===== config.mk =====
export PLATFORM = sky130hd
export DESIGN_NAME = lsu_axi_lane
export DESIGN_NICKNAME = d
export VERILOG_FILES = /design/src/rtl/lsu_axi_lane.sv
export SDC_FILE = /design/constraint.sdc
export NUM_CORES = 1
export LEC_CHECK = 0
export BUFFER_PORTS_ARGS = -buffer_cell sky130_fd_sc_hd__buf_2
export CAP_MARGIN = 15
export CORE_ASPECT_RATIO = 0.5
export CORE_UTILIZATION = 49
export CTS_CLUSTER_DIAMETER = 100
export DETAILED_ROUTE_END_ITERATION = 16
export PLACE_DENSITY = 0.86
export SLEW_MARGIN = 15
export SYNTH_ARGS = -nofsm -noshare
export SYNTH_HDL_FRONTEND = slang
export SYNTH_SLANG_ARGS = --single-unit

===== constraint.sdc =====
create_clock -name clk -period 4.2 [get_ports clk]
set_input_delay 1.26 -clock clk [delete_from_list [all_inputs] [get_ports clk]]
set_output_delay 1.26 -clock clk [all_outputs]
set_load 0.1 [all_outputs]

===== src/rtl/lsu_axi_lane.sv =====
// Load/store unit between EXU and WBU driving single-beat AXI4 transactions.
// Aligns store data/strobes to the byte lane and extracts/extends load data.
module lsu_axi_lane #(
    parameter int unsigned DATA_W = 32,
    parameter int unsigned ADDR_W = 32,
    parameter int unsigned ID_W   = 4,
    parameter int unsigned AXI_ID = 0
) (
    input  logic                clk,
    input  logic                rst,
    input  logic                in_valid,
    output logic                in_ready,
    input  logic [1:0]          in_rw,
    input  logic [1:0]          in_size,
    input  logic                in_signed,
    input  logic [ADDR_W-1:0]   in_addr,
    input  logic [DATA_W-1:0]   in_wdata,
    output logic                out_valid,
    input  logic                out_ready,
    output logic [DATA_W-1:0]   out_rdata,
    output logic [1:0]          out_fault,
    output logic [ADDR_W-1:0]   araddr,
    output logic                arvalid,
    input  logic                arready,
    output logic [ID_W-1:0]     arid,
    output logic [7:0]          arlen,
    output logic [2:0]          arsize,
    output logic [1:0]          arburst,
    input  logic [DATA_W-1:0]   rdata,
    input  logic [1:0]          rresp,
    input  logic                rvalid,
    output logic                rready,
    input  logic                rlast,
    input  logic [ID_W-1:0]     rid,
    output logic [ADDR_W-1:0]   awaddr,
    output logic                awvalid,
    input  logic                awready,
    output logic [ID_W-1:0]     awid,
    output logic [7:0]          awlen,
    output logic [2:0]          awsize,
    output logic [1:0]          awburst,
    output logic [DATA_W-1:0]   wdata,
    output logic [DATA_W/8-1:0] wstrb,
    output logic                wvalid,
    input  logic                wready,
    output logic                wlast,
    input  logic [1:0]          bresp,
    input  logic                bvalid,
    output logic                bready,
    input  logic [ID_W-1:0]     bid
);
    localparam int unsigned STRB_W = DATA_W / 8;
    localparam int unsigned OFF_W  = $clog2(STRB_W);

    typedef enum logic [2:0] {StIdle, StAr, StR, StAwW, StB, StDone} state_e;

    state_e              state_q;
    logic [ADDR_W-1:0]   addr_q;
    logic [1:0]          size_q;
    logic                signed_q;
    logic [DATA_W-1:0]   wdata_q;
    logic [STRB_W-1:0]   wstrb_q;
    logic                arvalid_q, awvalid_q, wvalid_q, rready_q, bready_q, out_valid_q;
    logic [DATA_W-1:0]   out_rdata_q;
    logic [1:0]          fault_q;

    logic [OFF_W-1:0]    in_off;
    logic [2:0]          align_mask;
    logic                misaligned, size_bad;
    logic [STRB_W-1:0]   strb_base, acc_strb;
    logic [DATA_W-1:0]   acc_wdata;
    logic [DATA_W-1:0]   rshift, load_mask, load_val;
    logic                sbit;
    logic                r_err, b_err;
    logic                aw_pend_d, w_pend_d;

    assign in_off     = in_addr[OFF_W-1:0];
    assign misaligned = |(in_addr[2:0] & align_mask);
    assign size_bad   = (in_size == 2'd3) && (DATA_W == 32);
    assign acc_wdata  = in_wdata << {in_off, 3'b000};
    assign acc_strb   = strb_base << in_off;

    always_comb begin
        align_mask = 3'b000;
        unique case (in_size)
            2'd0: align_mask = 3'b000;
            2'd1: align_mask = 3'b001;
            2'd2: align_mask = 3'b011;
            2'd3: align_mask = 3'b111;
            default: align_mask = 3'b000;
        endcase
        strb_base = '0;
        for (int unsigned i = 0; i < STRB_W; i++) begin
            strb_base[i] = (i < (32'd1 << in_size));
        end
    end

    // Load path: bring the addressed lane down to bit 0, then trim and extend.
    always_comb begin
        rshift = rdata >> {addr_q[OFF_W-1:0], 3'b000};
        load_mask = '0;
        for (int unsigned i = 0; i < DATA_W; i++) begin
            load_mask[i] = (i < (32'd8 << size_q));
        end
        sbit = 1'b0;
        unique case (size_q)
            2'd0: sbit = rshift[7];
            2'd1: sbit = rshift[15];
            2'd2: sbit = rshift[31];
            2'd3: sbit = rshift[DATA_W-1];
            default: sbit = 1'b0;
        endcase
        load_val = (rshift & load_mask) | ({DATA_W{signed_q & sbit}} & ~load_mask);
    end

    assign r_err     = (rresp != 2'b00) || (rid != ID_W'(AXI_ID)) || !rlast;
    assign b_err     = (bresp != 2'b00) || (bid != ID_W'(AXI_ID));
    assign aw_pend_d = awvalid_q & ~awready;
    assign w_pend_d  = wvalid_q & ~wready;

    always_ff @(posedge clk) begin
        if (rst) begin
            state_q     <= StIdle;
            addr_q      <= '0;
            size_q      <= 2'd0;
            signed_q    <= 1'b0;
            wdata_q     <= '0;
            wstrb_q     <= '0;
            arvalid_q   <= 1'b0;
            awvalid_q   <= 1'b0;
            wvalid_q    <= 1'b0;
            rready_q    <= 1'b0;
            bready_q    <= 1'b0;
            out_valid_q <= 1'b0;
            out_rdata_q <= '0;
            fault_q     <= 2'd0;
        end else begin
            unique case (state_q)
                StIdle: begin
                    if (in_valid) begin
                        addr_q      <= in_addr;
                        size_q      <= in_size;
                        signed_q    <= in_signed;
                        wdata_q     <= acc_wdata;
                        wstrb_q     <= acc_strb;
                        out_rdata_q <= '0;
                        fault_q     <= 2'd0;
                        if (in_rw == 2'b11 || size_bad) begin
                            fault_q     <= 2'd3;
                            out_valid_q <= 1'b1;
                            state_q     <= StDone;
                        end else if (misaligned) begin
                            fault_q     <= 2'd1;
                            out_valid_q <= 1'b1;
                            state_q     <= StDone;
                        end else if (in_rw == 2'b00) begin
                            out_valid_q <= 1'b1;
                            state_q     <= StDone;
                        end else if (in_rw == 2'b10) begin
                            arvalid_q <= 1'b1;
                            state_q   <= StAr;
                        end else begin
                            awvalid_q <= 1'b1;
                            wvalid_q  <= 1'b1;
                            state_q   <= StAwW;
                        end
                    end
                end
                StAr: begin
                    if (arready) begin
                        arvalid_q <= 1'b0;
                        rready_q  <= 1'b1;
                        state_q   <= StR;
                    end
                end
                StR: begin
                    if (rvalid) begin
                        rready_q    <= 1'b0;
                        out_valid_q <= 1'b1;
                        fault_q     <= r_err ? 2'd2 : 2'd0;
                        out_rdata_q <= r_err ? '0 : load_val;
                        state_q     <= StDone;
                    end
                end
                StAwW: begin
                    // AW and W retire independently; B waits for both.
                    awvalid_q <= aw_pend_d;
                    wvalid_q  <= w_pend_d;
                    if (!aw_pend_d && !w_pend_d) begin
                        bready_q <= 1'b1;
                        state_q  <= StB;
                    end
                end
                StB: begin
                    if (bvalid) begin
                        bready_q    <= 1'b0;
                        out_valid_q <= 1'b1;
                        fault_q     <= b_err ? 2'd2 : 2'd0;
                        state_q     <= StDone;
                    end
                end
                StDone: begin
                    if (out_ready) begin
                        out_valid_q <= 1'b0;
                        state_q     <= StIdle;
                    end
                end
                default: state_q <= StIdle;
            endcase
        end
    end

    assign in_ready  = (state_q == StIdle);
    assign out_valid = out_valid_q;
    assign out_rdata = out_rdata_q;
    assign out_fault = fault_q;

    assign araddr  = addr_q;
    assign arvalid = arvalid_q;
    assign arid    = ID_W'(AXI_ID);
    assign arlen   = 8'd0;
    assign arsize  = {1'b0, size_q};
    assign arburst = 2'b01;
    assign rready  = rready_q;

    assign awaddr  = addr_q;
    assign awvalid = awvalid_q;
    assign awid    = ID_W'(AXI_ID);
    assign awlen   = 8'd0;
    assign awsize  = {1'b0, size_q};
    assign awburst = 2'b01;
    assign wdata   = wdata_q;
    assign wstrb   = wstrb_q;
    assign wvalid  = wvalid_q;
    assign wlast   = 1'b1;
    assign bready  = bready_q;
endmodule


; ---- Word level (Yosys, flattened, before mapping)
; Index checks and enable logic that the tools add are counted.
[op_classes]
n_addsub = 0
n_mul = 0
div_mod_pow = 0
order_cmp = 36
eq_ne = 25
n_shift = 5
mux = 53
bitwise = 10
reduce_logical = 34
[ops]
columns = operator, n
row1 = "less-than comparator 5 x 32 -> 1 bit, first input constant", 16
row2 = "less-than comparator 4 x 32 -> 1 bit, first input constant", 8
row3 = "less-than comparator 1 x 32 -> 1 bit, first input constant", 4
row4 = "less-than comparator 2 x 32 -> 1 bit, first input constant", 4
row5 = "less-than comparator 3 x 32 -> 1 bit, first input constant", 4
row6 = 2-to-1 mux 32 bit, 3
row7 = bitwise AND 32 bit, 2
row8 = one-hot mux 32 bit (2 select lines), 1
row9 = NOT 32 bit, 1
row10 = OR 32 bit, 1
row11 = "<< shifter 1 x 2 -> 32 bit, first input constant", 1
row12 = << shifter 32 x 5 -> 32 bit, 1
row13 = "<< shifter 4 x 2 -> 32 bit, first input constant", 1
row14 = right shift 32 x 5 -> 32 bit, 1
row15 = 2-to-1 mux 3 bit, 9
row16 = 2-to-1 mux 1 bit, 23
row17 = "inequality test 2 bit, second input constant", 10
row18 = one-hot mux 3 bit (6 select lines), 1
row19 = AND reduction 6 bit, 3
row20 = 2-to-1 mux 2 bit, 7
row21 = nonzero test 2 bit, 7
row22 = "equality test 2 bit, second input constant", 6
row23 = one-hot mux 3 bit (4 select lines), 1
row24 = nonzero test 4 bit, 3
row25 = 26 further kinds, 45
[totals]
regBits = 114
latch_bits = 0
mem_bits_rw = 0
mem_bits_ro = 0
inputBits = 123
output_inout_bits = 176
word_cells = 177
mem_count = 0

; ---- Logic depth before layout (Yosys ltp)
[depth]
ltp_word = 9
mapped_depth = 7

; ---- Worst setup path after synthesis
; OpenSTA, ideal clock, no wires.
[synth_path]
path_type = reg-to-output
start = reg state_q[1]
end = out in_ready
arrival_ns = 2.450
t_required_ns = 2.940
slack_ns = 0.490
path_stages_with_launch = 2
n_path_buf = 0
cell_sequence = dfxtp_1 > nor3_1
[synth_via]
elab_chain_cells = 1
[synth_lines]
columns = element, line
row1 = from (decl), 57  ; state_e state_q;
row2 = from (signal assigned), 123  ; state_q <= StIdle;
row3 = from (signal assigned), 151  ; state_q <= StDone;
row4 = from (signal assigned), 155  ; state_q <= StDone;
row5 = zero test 3 bit, 213  ; assign in_ready = (state_q == StIdle);
row6 = to (decl), 12  ; output logic in_ready,
; No other way between the ends.

; ---- Worst setup path in the final report
; Same ends and word-level chain as after synthesis.

==> flow_summary.toml <==
[outcome]
status = "finished clean"

[power]
internal_power_uw = 2540
peakVddDrop_mv = 0.466
power_frac_comb_pct = 48.9
power_frac_seq_pct = 25.5
power_switching_uw = 2820
design_power_total_uw = 5350
power_switching_share_pct = 52.7
p_per_area_mw_per_mm2 = 736
static_leakage_uw = 0.00344
share_clk_of_total_power_pct = 25.6

[yosys]
synth.top_cell.area_share_pct = 39.7
yosys.cell_count.top_type = "dfxtp_1"
edff_count_synth = 0
ys_top_cells_by_count = "dfxtp_1 (114), nand2_1 (112), a21oi_1 (92)"
dominantRegCellSynth = "dfxtp_1"
synth.avg_cell_area_um2 = 8.24
cell_count_after_synthesis = 697
synthArstFlopShare_pct = 0
ys_types = 55
yosysSeqAreaShare_pct = 39.7
post_synth_main_area_contributors = "dfxtp_1 (40%), buf_4 (8.5%), a21oi_1 (8.0%), nand2_1 (7.3%), mux2i_1 (4.7%)"
yosysWarnings = 0
synth_area_mm2 = 0.00574
synth_largest_area_cell = "dfxtp_1"
yosys_register_bits = 114

[grt]
grt_remaining_overflow = 0
pin_count_of_the_biggest_net_entering_global_routing = 90
grt_util_all_layers_pct = 26.6
grt_pass1_vias = 5255
grt_first_pass_wirelength_um = 25800
antenna_violations_before_repair = 0

[cts]
insertion_delay_ns = 0.40
cts_buffer_depth = 2
cts.clk_slew.worst_paths_ns = 0.05
clock_tree_from_tritoncts = "yes"
cts_hold_buf = 0
post-cts-setup-buffer-count = 0
cts.root.buffer_cell = "clkbuf_16"
clock-sinks = 114
post_cts.resized_instances = 0
cts-buffers-inserted = 17
htree_num_levels = 4

[final_layout]
multiInputGateArea_mm2 = 0.00283
insertedDiodeCount = 0
drive_above_1_share_pct = 35.9
register_area_mm2 = 0.00228
syn_to_final_growth_pct = 26.7
layout.filler_cells = 1011
count_of_nets_after_finishing = 1021

[placement]
post-dp-hpwl_um = 11700
gp_routability_congestion = 0.892
buffer_ports.inserted = 267

[setup_path]
startpoint = "state_q[1]"
crit_path_max_fanout = 16
worst_r2r_startpoint = "araddr[1]"
critPathKind = "register to primary output"
critical_path.endpoint_type = "primary output"
timing.critical_path.arrival_ns = 1.60
worstPathRequired_ns = 2.94
timing.critical_path.from_type = "register"

[hold_path]
timing.hold.worst.class = "register to register"
hold_path.startpoint = "wstrb[0]"

[sta]
fin_crit_sh_pct = 68.1
slew-limit-headroom_pct = 36.0
fmaxAchievable_mhz = 349
setup-violations-final = 0
drv_slew = 0
finClkSkew_ns = 0.0110
totalNegativeSetupSlack_ns = 0
hold_viol_final = 0
timing.final.crit_period_ns = 2.86
rsz0062_at_grt = "no"
tightest_slew_ns = 0.960

[drt]
route.detailed.vias_per_inst = 5.38
initial_drc_count = 382
drt_drc_violations_left = 0
first_pass_iters = 5
wl_um = 16500
wl_per_cell_um = 15.4
detailroute.via_count = 5749
antenna_violating_nets_post_route = 0

[job]
drv_cap = 0

[floorplan]
full_die_area_mm2 = 0.0122
die_width_um = 155
core_region_area_mm2 = 0.0112
ioPinCount = 299
placementRows = 27
start_util_pct = 51.2
die_height_um = 78.6
-- kinds of logic after synthesis --
kind of cell    after synthesis  synth area share, %
mux                          44                 8.24
buf+inv                     124                 12.8
compound gates              193                 22.0
other cells                   2                0.131
flops                       114                 39.7
simple gates                220                 17.0
-- critical path, stage by stage, from the launching register on --
cell and delay (ns):
dfxtp_1 0.45, nor3_1 0.28, buf_2 0.47
-- flip-flops by register name (all words and copies together) (netlist names) --
signal,cells
arvalid,1
size_q,2
out_valid,1
state_q,3
wvalid,1
signed_q,1
araddr,32
wstrb,4
awvalid,1
bready,1
out_rdata,32
rready,1
wdata,32
out_fault,2
-- power by group through the flow --
stage,sequential [µW],clock [µW],combinational [µW]
final,1370,1370,2620
after CTS,1360,1380,2620
after global placement,1380,0,2590
after detailed placement,1380,0,2610
after floorplan,2320,0,1370
after global routing,1390,1430,2730
-- final cells by class --
| cell class | count | share of cell area, % |
|---|---|---|
| multi-input cells | 488 | 38.9 |
| clock buffers | 22 | 6.65 |
| repair buffers | 273 | 19.0 |
| inverters | 4 | 0.206 |
| clock inverters | 9 | 1.12 |
| well taps | 159 | 2.73 |
| flip-flops and latches | 114 | 31.4 |
-- worst paths after layout --
kind / to / slack [ns] / cells after the start
worst max-delay path: in_ready / 1.34 / 2
worst min-delay path: wstrb[0] / 0.45 / 2
worst max register to register: out_rdata[16] / 1.80 / 5
worst min register to register: wstrb[0] / 0.45 / 2
-- per-layer routing --
layer	wire length, µm	global-route usage, %
met5	0	0
met3	1100	5.25
met1	6890	33.0
met4	320	10.6
met2	8190	45.5
-- through the flow --
stage          hold WS, ns  util (%)  std cells  cell area, µm²  setup slack (ns)
6_report             0.448      64.9       1069            7280              1.34
4_1_cts              0.452      64.9       1069            7280              1.34
2_1_floorplan        0.445         -        726            5850             0.490
3_3_place_gp         0.437      59.8       1038            6710              1.07
3_5_place_dp         0.444      59.8       1038            6710              1.02
5_1_grt              0.481      64.9       1069            7280              1.27
-- placed cells by master, fill, tap and decap left out, types with 10 or more instances in the layout --
cell / netlist / final
buf_2: 4 / 267
dfxtp_1: 114 / 114
nor2_1: 51 / 51
o211ai_1: 11 / 11
mux2_2: 16 / 16
clkbuf_16: 0 / 17
a211oi_1: 12 / 12
conb_1: 2 / 31
a32oi_1: 15 / 15
o21ai_0: 14 / 14
nor2b_1: 11 / 11
mux2i_1: 27 / 27
nor3_1: 10 / 10
nand2_1: 112 / 112
a21oi_1: 92 / 92
No activity file was read; power rests on OpenSTA's default activity.
